`config.mk`:
```
export PLATFORM = sky130hd
export DESIGN_NAME = cpu_instr_sequencer
export DESIGN_NICKNAME = d
export VERILOG_FILES = /design/src/rtl/cpu_seq_pkg.sv /design/src/rtl/seq_regfile.sv /design/src/rtl/cpu_instr_sequencer.sv
export SDC_FILE = /design/constraint.sdc
export NUM_CORES = 1
export LEC_CHECK = 0
export ABC_CLOCK_PERIOD_IN_PS = 4550
export CORE_MARGIN = 2
export CORE_UTILIZATION = 36
export DETAILED_ROUTE_END_ITERATION = 7
export HOLD_SLACK_MARGIN = 0.03
export PLACE_DENSITY = 0.5
export SLEW_MARGIN = 10
export SYNTH_ARGS = -nofsm -noshare
export SYNTH_HDL_FRONTEND = slang
export SYNTH_HIERARCHICAL = 1
export SYNTH_SLANG_ARGS = --single-unit
```
`constraint.sdc`:
```
create_clock -name clk -period 4.55 [get_ports clk]
set_input_delay 1.365 -clock clk [delete_from_list [all_inputs] [get_ports clk]]
set_output_delay 1.365 -clock clk [all_outputs]
set_load 0.01 [all_outputs]
```
`src/rtl/cpu_seq_pkg.sv`:
```
// cpu_seq_pkg: shared types and default widths for the CPU instruction sequencer
package cpu_seq_pkg;
  localparam int DEF_DATA_WIDTH = 8;
  localparam int DEF_ADDR_WIDTH = 4;
  typedef enum logic [2:0] {IDLE, FETCH, ISSUE, CAPTURE, FINISH} seq_state_t;
  typedef struct packed {
    logic [DEF_DATA_WIDTH-1:0] opcode;
    logic [DEF_DATA_WIDTH-1:0] a;
    logic [DEF_DATA_WIDTH-1:0] b;
  } instr_t;
endpackage

```
`src/rtl/seq_regfile.sv`:
```
// seq_regfile: single write port memory with a combinational read port
module seq_regfile #(
  parameter int WIDTH = 8,
  parameter int AW    = 4
) (
  input  logic             clk,
  input  logic             we_i,
  input  logic [AW-1:0]    waddr_i,
  input  logic [WIDTH-1:0] wdata_i,
  input  logic [AW-1:0]    raddr_i,
  output logic [WIDTH-1:0] rdata_o
);
  logic [WIDTH-1:0] mem_q [2**AW];
  always_ff @(posedge clk) if (we_i) mem_q[waddr_i] <= wdata_i;
  assign rdata_o = mem_q[raddr_i];
endmodule

```
`src/rtl/cpu_instr_sequencer.sv`:
```
// cpu_instr_sequencer: issues a loaded {opcode,A,B} program to the CPU and buffers each Y
module cpu_instr_sequencer import cpu_seq_pkg::*; #(
  parameter int DATA_WIDTH = DEF_DATA_WIDTH,
  parameter int ADDR_WIDTH = DEF_ADDR_WIDTH,
  parameter int RES_LAT    = 1
) (
  input  logic                    clk,
  input  logic                    reset,
  input  logic                    load_en,
  input  logic [ADDR_WIDTH-1:0]   load_addr,
  input  logic [3*DATA_WIDTH-1:0] load_data,
  input  logic [ADDR_WIDTH:0]     prog_len,
  input  logic                    start,
  output logic                    busy,
  output logic                    done,
  output logic                    wr,
  output logic [DATA_WIDTH-1:0]   A,
  output logic [DATA_WIDTH-1:0]   B,
  output logic [DATA_WIDTH-1:0]   opcode,
  input  logic [DATA_WIDTH-1:0]   Y,
  input  logic [ADDR_WIDTH-1:0]   rd_addr,
  output logic [DATA_WIDTH-1:0]   rd_data
);
  localparam int CW = RES_LAT > 1 ? $clog2(RES_LAT) : 1;
  localparam logic [CW-1:0] LAST = CW'(RES_LAT - 1);
  localparam logic [ADDR_WIDTH:0] LEN_ONE = 1;
  seq_state_t state_q, state_d;
  logic [ADDR_WIDTH-1:0] pc_q, pc_d;
  logic [ADDR_WIDTH:0] len_q, len_d;
  logic [CW-1:0] cnt_q, cnt_d;
  logic [3*DATA_WIDTH-1:0] ir_q, ir_d, prog_word;
  logic wr_q, last_cap, last_instr;
  seq_regfile #(.WIDTH(3*DATA_WIDTH), .AW(ADDR_WIDTH)) u_prog (
    .clk(clk), .we_i(load_en && state_q == IDLE), .waddr_i(load_addr),
    .wdata_i(load_data), .raddr_i(pc_q), .rdata_o(prog_word)
  );
  seq_regfile #(.WIDTH(DATA_WIDTH), .AW(ADDR_WIDTH)) u_res (
    .clk(clk), .we_i(last_cap), .waddr_i(pc_q),
    .wdata_i(Y), .raddr_i(rd_addr), .rdata_o(rd_data)
  );
  assign last_cap   = state_q == CAPTURE && cnt_q == LAST;
  assign last_instr = {1'b0, pc_q} == len_q - LEN_ONE;
  always_comb begin
    state_d = state_q;
    pc_d    = pc_q;
    len_d   = len_q;
    cnt_d   = cnt_q;
    ir_d    = ir_q;
    case (state_q)
      IDLE: if (start) begin
        len_d   = prog_len;
        pc_d    = '0;
        state_d = prog_len == '0 ? FINISH : FETCH;
      end
      FETCH: begin
        ir_d    = prog_word;
        cnt_d   = '0;
        state_d = ISSUE;
      end
      ISSUE: state_d = CAPTURE;
      CAPTURE: begin
        cnt_d   = cnt_q + CW'(1);
        state_d = last_cap ? (last_instr ? FINISH : FETCH) : CAPTURE;
        pc_d    = last_cap && !last_instr ? pc_q + ADDR_WIDTH'(1) : pc_q;
      end
      default: state_d = IDLE;
    endcase
  end
  always_ff @(posedge clk) begin
    if (reset) begin
      state_q <= IDLE;
      pc_q    <= '0;
      len_q   <= '0;
      cnt_q   <= '0;
      ir_q    <= '0;
      wr_q    <= 1'b0;
    end else begin
      state_q <= state_d;
      pc_q    <= pc_d;
      len_q   <= len_d;
      cnt_q   <= cnt_d;
      ir_q    <= ir_d;
      wr_q    <= state_q == ISSUE;
    end
  end
  // operands are only driven during the single registered write-strobe cycle
  assign wr     = wr_q;
  assign opcode = wr_q ? ir_q[2*DATA_WIDTH +: DATA_WIDTH] : '0;
  assign A      = wr_q ? ir_q[DATA_WIDTH +: DATA_WIDTH] : '0;
  assign B      = wr_q ? ir_q[0 +: DATA_WIDTH] : '0;
  assign busy   = state_q inside {FETCH, ISSUE, CAPTURE};
  assign done   = state_q == FINISH;
endmodule
```
Yosys cells after proc, flatten, opt, wreduce, memory -nomap -nowiden --
Memory sizes are Yosys's and may differ from the RTL's. A register that Yosys moved wholly into a read port is not among the register bits. Index checks and enable logic that the tools add are counted.
Storage, ports and cells: register bits after elaboration 14, word-level logic and storage cells 45, memories 2, bits of input ports 49, output and inout bits 35, RAM bits 512
Memories:
- u_prog.mem_q | depth 16, bits a word 24, rd ports 1, clocked after memory_dff 1, wr ports 1, line seq_regfile.sv:13 | logic [WIDTH-1:0] mem_q [2**AW];
- u_res.mem_q | depth 16, bits a word 8, rd ports 1, clocked after memory_dff 0, wr ports 1, line seq_regfile.sv:13
Cells by class: $add $sub $neg 3, eq/ne operators 7, reductions and logical operators 11, muxes and demuxes 16, bitwise gates (word level) 1
Operators with widths (number):
- 8-bit 2-to-1 mux | 3
- 3-bit 2-to-1 mux | 4
- 3-bit case mux with 4 select lines | 1
- 4-bit 2-to-1 mux | 2
- 4-bit case mux with 2 select lines | 1
- 3-bit by 2-bit == test with 1-bit output (second input constant) | 2
- 4-bit by 5-bit == test with 1-bit output | 1
- 5-bit zero test | 1
- 5-bit by 1-bit subtractor with 5-bit output (second input constant) | 1
- 4-bit by 1-bit adder with 4-bit output (second input constant) | 1
- 1-bit 2-to-1 mux | 4
- 2-bit nonzero test | 2
- 3-bit by 1-bit == test with 1-bit output (second input constant) | 1
- 3-bit == test (second input constant) | 1
- 1-bit logical AND | 3
- 3-bit zero test | 1
- 3-bit AND reduction | 1
- 3-bit nonzero test | 1
- 2-bit by 1-bit != test with 1-bit output (second input constant) | 1
- 2-bit != test (second input constant) | 1
- 1-bit case mux with 2 select lines | 1
- 2-bit AND reduction | 1
- 1-bit adder (second input constant) | 1
- 1-bit zero test | 1
- 1-bit NOT | 1

Logic depth before layout (Yosys ltp) --
word-level depth 6, depth in mapped cells 8, depth with buffers taken out 7

By module --
Netlist, hierarchy kept.
By module, submodules not included:
- seq_regfile at u_prog | seq. area each 11531.1 um^2, cells an instance 612, times used 1, area each 14450.1 um^2
- seq_regfile at u_res | seq. area each 3843.7 um^2, cells an instance 221, times used 1, area each 4987.3 um^2
- cpu_instr_sequencer | seq. area each 760.7 um^2, cells an instance 215, times used 1, area each 1697.9 um^2

Worst setup path after synthesis --
OpenSTA, ideal clock, no wires.
path type input -> register, from input load_en, to memory u_prog/mem_q[0][0] (netlist bit) (enable), data required time 4.115 ns, slack 0.429 ns, setup time 0.435 ns, arrival time 3.685 ns, stages 3, path buffers 0, cell sequence and2_1 or3b_2 nor3_1
On the way: cells in the longest elaborated chain, start to end 3
RTL lines:
- start, declared | line cpu_instr_sequencer.sv:9 | input logic load_en,
- 1-bit logical AND | line cpu_instr_sequencer.sv:34 | .clk(clk), .we_i(load_en && state_q == IDLE), .waddr_i(load_addr),
- 1-bit 2-to-1 mux | line seq_regfile.sv:14 | always_ff @(posedge clk) if (we_i) mem_q[waddr_i] <= wdata_i;
- 1-bit 2-to-1 mux (implied by the code) | line seq_regfile.sv:14
- end, declared | line seq_regfile.sv:13
No other way between the ends.

Final worst setup path --
from input rd_addr[0], to output rd_data[1]
On the way: cells in the longest elaborated chain, start to end 1
RTL lines:
- start, declared | line cpu_instr_sequencer.sv:21 | input logic [ADDR_WIDTH-1:0] rd_addr,
- memory read 16 x 8 bit
- end, declared | line cpu_instr_sequencer.sv:22 | output logic [DATA_WIDTH-1:0] rd_data
No other way between the ends.

==> results.env <==
STATUS='finished, final reports clean'
FMAXACHIEVABLE_MHz=222.8
START_UTIL_PCT=36.49
CTS_ROOT_BUFFER_TYPE='clkbuf_16'
SETUP_VIOL_COUNT_FINAL=0
TRITONCTS_NUM_SINKS=550
GRT_USE_TOTAL_PCT=16.80
INITIAL_ANTENNA_VIOLATION_COUNT=5
FIRST_ITER_VIOLATIONS=768
GRT_OVERFLOW=0
POST_SYNTH.CELL_AREA_AVG_UM2=20.17
MAXSLEWHEADROOM_PCT=28.48
CTSLONGESTPATHBUFFERS=3
POST_SYNTH_NUM_CELL_TYPES=37
NUM_VIAS=10480
SYN_INST=1048
SYNTH_WARNINGS=6
SYNTH.TOP_CELLS.BY_AREA='edfxtp_1 (73%), mux4_2 (12%), dfxtp_1 (3.6%)'
LAYOUT_WORST_PATH_CYCLE_SHARE_PCT=98.65
CTS_MAX_LEVEL=2
MAX_CAPACITANCE_VIOLATION_COUNT=0
SLOWEST_STAGE='mux4_1'
POST_DRT_VIA_CELL_RATIO=5.259
CP_DATA_REQUIRED_TIME_PS=3180
CP-END-KIND='output pin'
SYNTHTOLAYOUTAREAGROWTH_PCT=19.26
CRITICAL_PATH.MAX_STAGE_DELAY_PS=560
RSZ0062_AT_GRT='false'
HOLD_PATH_DEPTH=2
CELLPOWERDENSITY_nW_PER_UM2=431.7
WORST_SKEW_PAIR.LATE_LATENCY_PS=630
SYNTH_AREA_LEADER_CELL='edfxtp_1'
LAYOUT_COMMON_CELLS='edfxtp_1 (512), mux4_2 (115), nand2_1 (84), clkdlybuf4s50_1 (80), a22oi_1 (61)'
WORST_SETUP_PATH_START_KIND='input pin'
ROWS=88
GRT_PASS1_VIAS=10860
PATH_DEPTH=6
TIMING.FINAL.MAX_SLEW_VIOLATIONS=0
PORTBUFFERS=83
SHORTEST_CLOCK_PERIOD_THE_WORST_PATH_ALLOWS_AFTER_LAYOUT_PS=4488
FINAL-HOLD-VIOLATION-COUNT=0
FINAL_COMMON_CELL='edfxtp_1'
NNETSFINAL=1230
STATIC-LEAKAGE-POWER_nW=7.797
HOLD_PATH.CLASS='flop to flop'
CRITPATHTOPFAMILY='buffers and inverters'
CP.BUFFERS_INVERTERS=3
SYNTH-SEQ-AREA-SHARE_PCT=76.34
SYNTH-EDFF-COUNT=512
LARGEST_FANOUT_ON_THE_CRITICAL_PATH=16
DETAIL_ROUTE.WIRELENGTH_UM=50160
TIMING.SETUP.CRITICAL_PATH_CLASS='input pin to output pin'
MULTI_INPUT_COMB_AREA_UM2=4836
CTS_TREE='built'
MAPPEDNETLISTNETS=1099
GRT_MAX_DEGREE=56
GRT_PASS1_WL_UM=73690
DP_HPWL_UM=28680
REGISTER_BIT_COUNT_REPORTED_BY_YOSYS=550
FINAL_ANTENNA_NET_COUNT=0
FP.DIEW_UM=246.3
PRE_CTS_WS_PS=-189.0
AREA.SEQUENTIAL_UM2=16140
IRDROPWORSTVDD_uV=376.6
CP_DATA_ARRIVAL_TIME_PS=3120
LAYOUT.FILLER_CELLS=5100
DETAIL_ROUTE.FIRST_PASS.ITERATIONS=5
CRIT_CHAIN='buf_2 -> buf_12 -> mux4_1 -> a22oi_1 -> nand2_1 -> clkdlybuf4s50_1'
DRIVE_GT1_SHARE_PCT=23.57
CTS_BUFS_INSERTED=56
SYNTH.CELL_AREA_UM2=21140
DIEAREA_UM2=60660
R2R_CELLS=5
IOS=84
CORE_AREA_UM2=57920
YOSYS.AREA.TOP_TYPE_SHARE_PCT=72.74
PLACE_CONGESTION=0.7151
DOMINANTREGCELLSYNTH='edfxtp_1'
CLKSLEWWORSTSETUPHOLDPATHS_PS=60
ROUTED_WIRE_LENGTH_PER_INSTANCE_UM=25.17
SYNTHARSTFLOPSHARE_PCT=0
WORST_SETUP_SKEW_AFTER_LAYOUT_PS=27.30
DIE_HEIGHT_UM=246.3
POST-ROUTE-WORST-SETUP-SLACK_PS=61.52
POST_ROUTE_WORST_HOLD_SLACK_PS=449.6
WORST_MARGIN_SLEW_PS=1069
POST-ROUTE-DRC-COUNT=0
==> synth_stat cells (all sizes together) (6+ instances only) <==
| cell type | number |
|---|---|
| edfxtp | 512 |
| mux4 | 128 |
| nand2 | 85 |
| a22oi | 64 |
| nor2 | 39 |
| dfxtp | 38 |
| a21oi | 33 |
| clkbuf | 30 |
| and2 | 29 |
| buf | 22 |
| nor3 | 11 |
| nand2b | 6 |
==> registers in the layout (all words and copies together) (netlist names) <==
| register | count |
|---|---|
| u_prog/mem_q | 384 |
| u_res/mem_q | 128 |
| ir_q | 24 |
| len_q | 5 |
| pc_q | 4 |
| state_q | 3 |
| cnt_q | 1 |
| wr | 1 |
==> worst register-to-register path, cell delays in order (launching register included) <==
cell      delay, ps
dfxtp_1         370
nand2b_1        230
nand2b_1        230
inv_1           260
or3b_2          530
nor2_1          830
==> routing by layer <==
layer / share of wire [%] / wire length [um] / GRT usage [%] / vias to the layer above
met4: 1.6 / 820 / 3.951 / 4
met5: 0.044 / 22 / 0 / -
met3: 4.7 / 2382 / 3.704 / 73
li1: - / - / - / 4557
met1: 43 / 21380 / 21.92 / 5643
met2: 51 / 25560 / 28.68 / 204
==> final cells by class <==
type,instances,share of cell area (%)
flip-flops and latches,550,64.05
multi-input cells,440,19.19
clock buffers,79,6.185
repair buffers,128,5.272
well taps,765,3.797
clock inverters,26,1.449
inverters,3,0.04468
diodes,2,0.01986
==> final timing paths <==
check	slack, ps	to	start
min	450	ir_q[23]	ir_q[23]
min reg2reg	450	ir_q[23]	ir_q[23]
max reg2reg	1710	u_res/mem_q[1][4]	state_q[2]
max	60	rd_data[1]	rd_addr[0]
==> power breakdown <==
| group | switching [mW] | internal, mW | leakage (nW) |
|---|---|---|---|
| Sequential | 0.0361 | 5.60 | 4.92 |
| Combinational | 0.280 | 0.202 | 1.94 |
| Clock | 1.96 | 2.81 | 0.936 |
==> cells by family (layout without fill, tap and decap cells) <==
kind of cell	Yosys count	count (layout)	share of synthesized area [%]
DFF	550	550	76.34
and+or+nand+nor	195	195	4.310
adders and majority gates	2	2	0.1184
buffers and inverters	58	236	1.498
xor gates and xnor gates	5	5	0.2072
muxes	131	131	14.03
other	0	2	0
AOI/OAI and AO/OA	107	107	3.493
==> repair_timing <==
item / in CTS / in global routing
resized for setup: 3 / 5
hold buffers: 0 / 0
cloned: 1 / 0
endpoints found under the setup margin: 8 / 5
setup buffers: 0 / 0
==> metrics by stage <==
step / utilization, % / TNS, ps / cell area, um2 / cells / power [mW]
3_5_place_dp: 40.12 / -819.6 / 23240 / 1885 / 6.229
4_1_cts: 43.50 / 0 / 25190 / 1991 / 11.02
5_1_grt: 43.52 / 0 / 25210 / 1993 / 11.25
2_1_floorplan: - / 0 / 21140 / 1048 / 5.974
3_3_place_gp: 40.12 / -756.7 / 23240 / 1885 / 6.220
6_report: 43.52 / 0 / 25210 / 1993 / 10.88
Note: power is estimated with default switching activity, not from simulation.
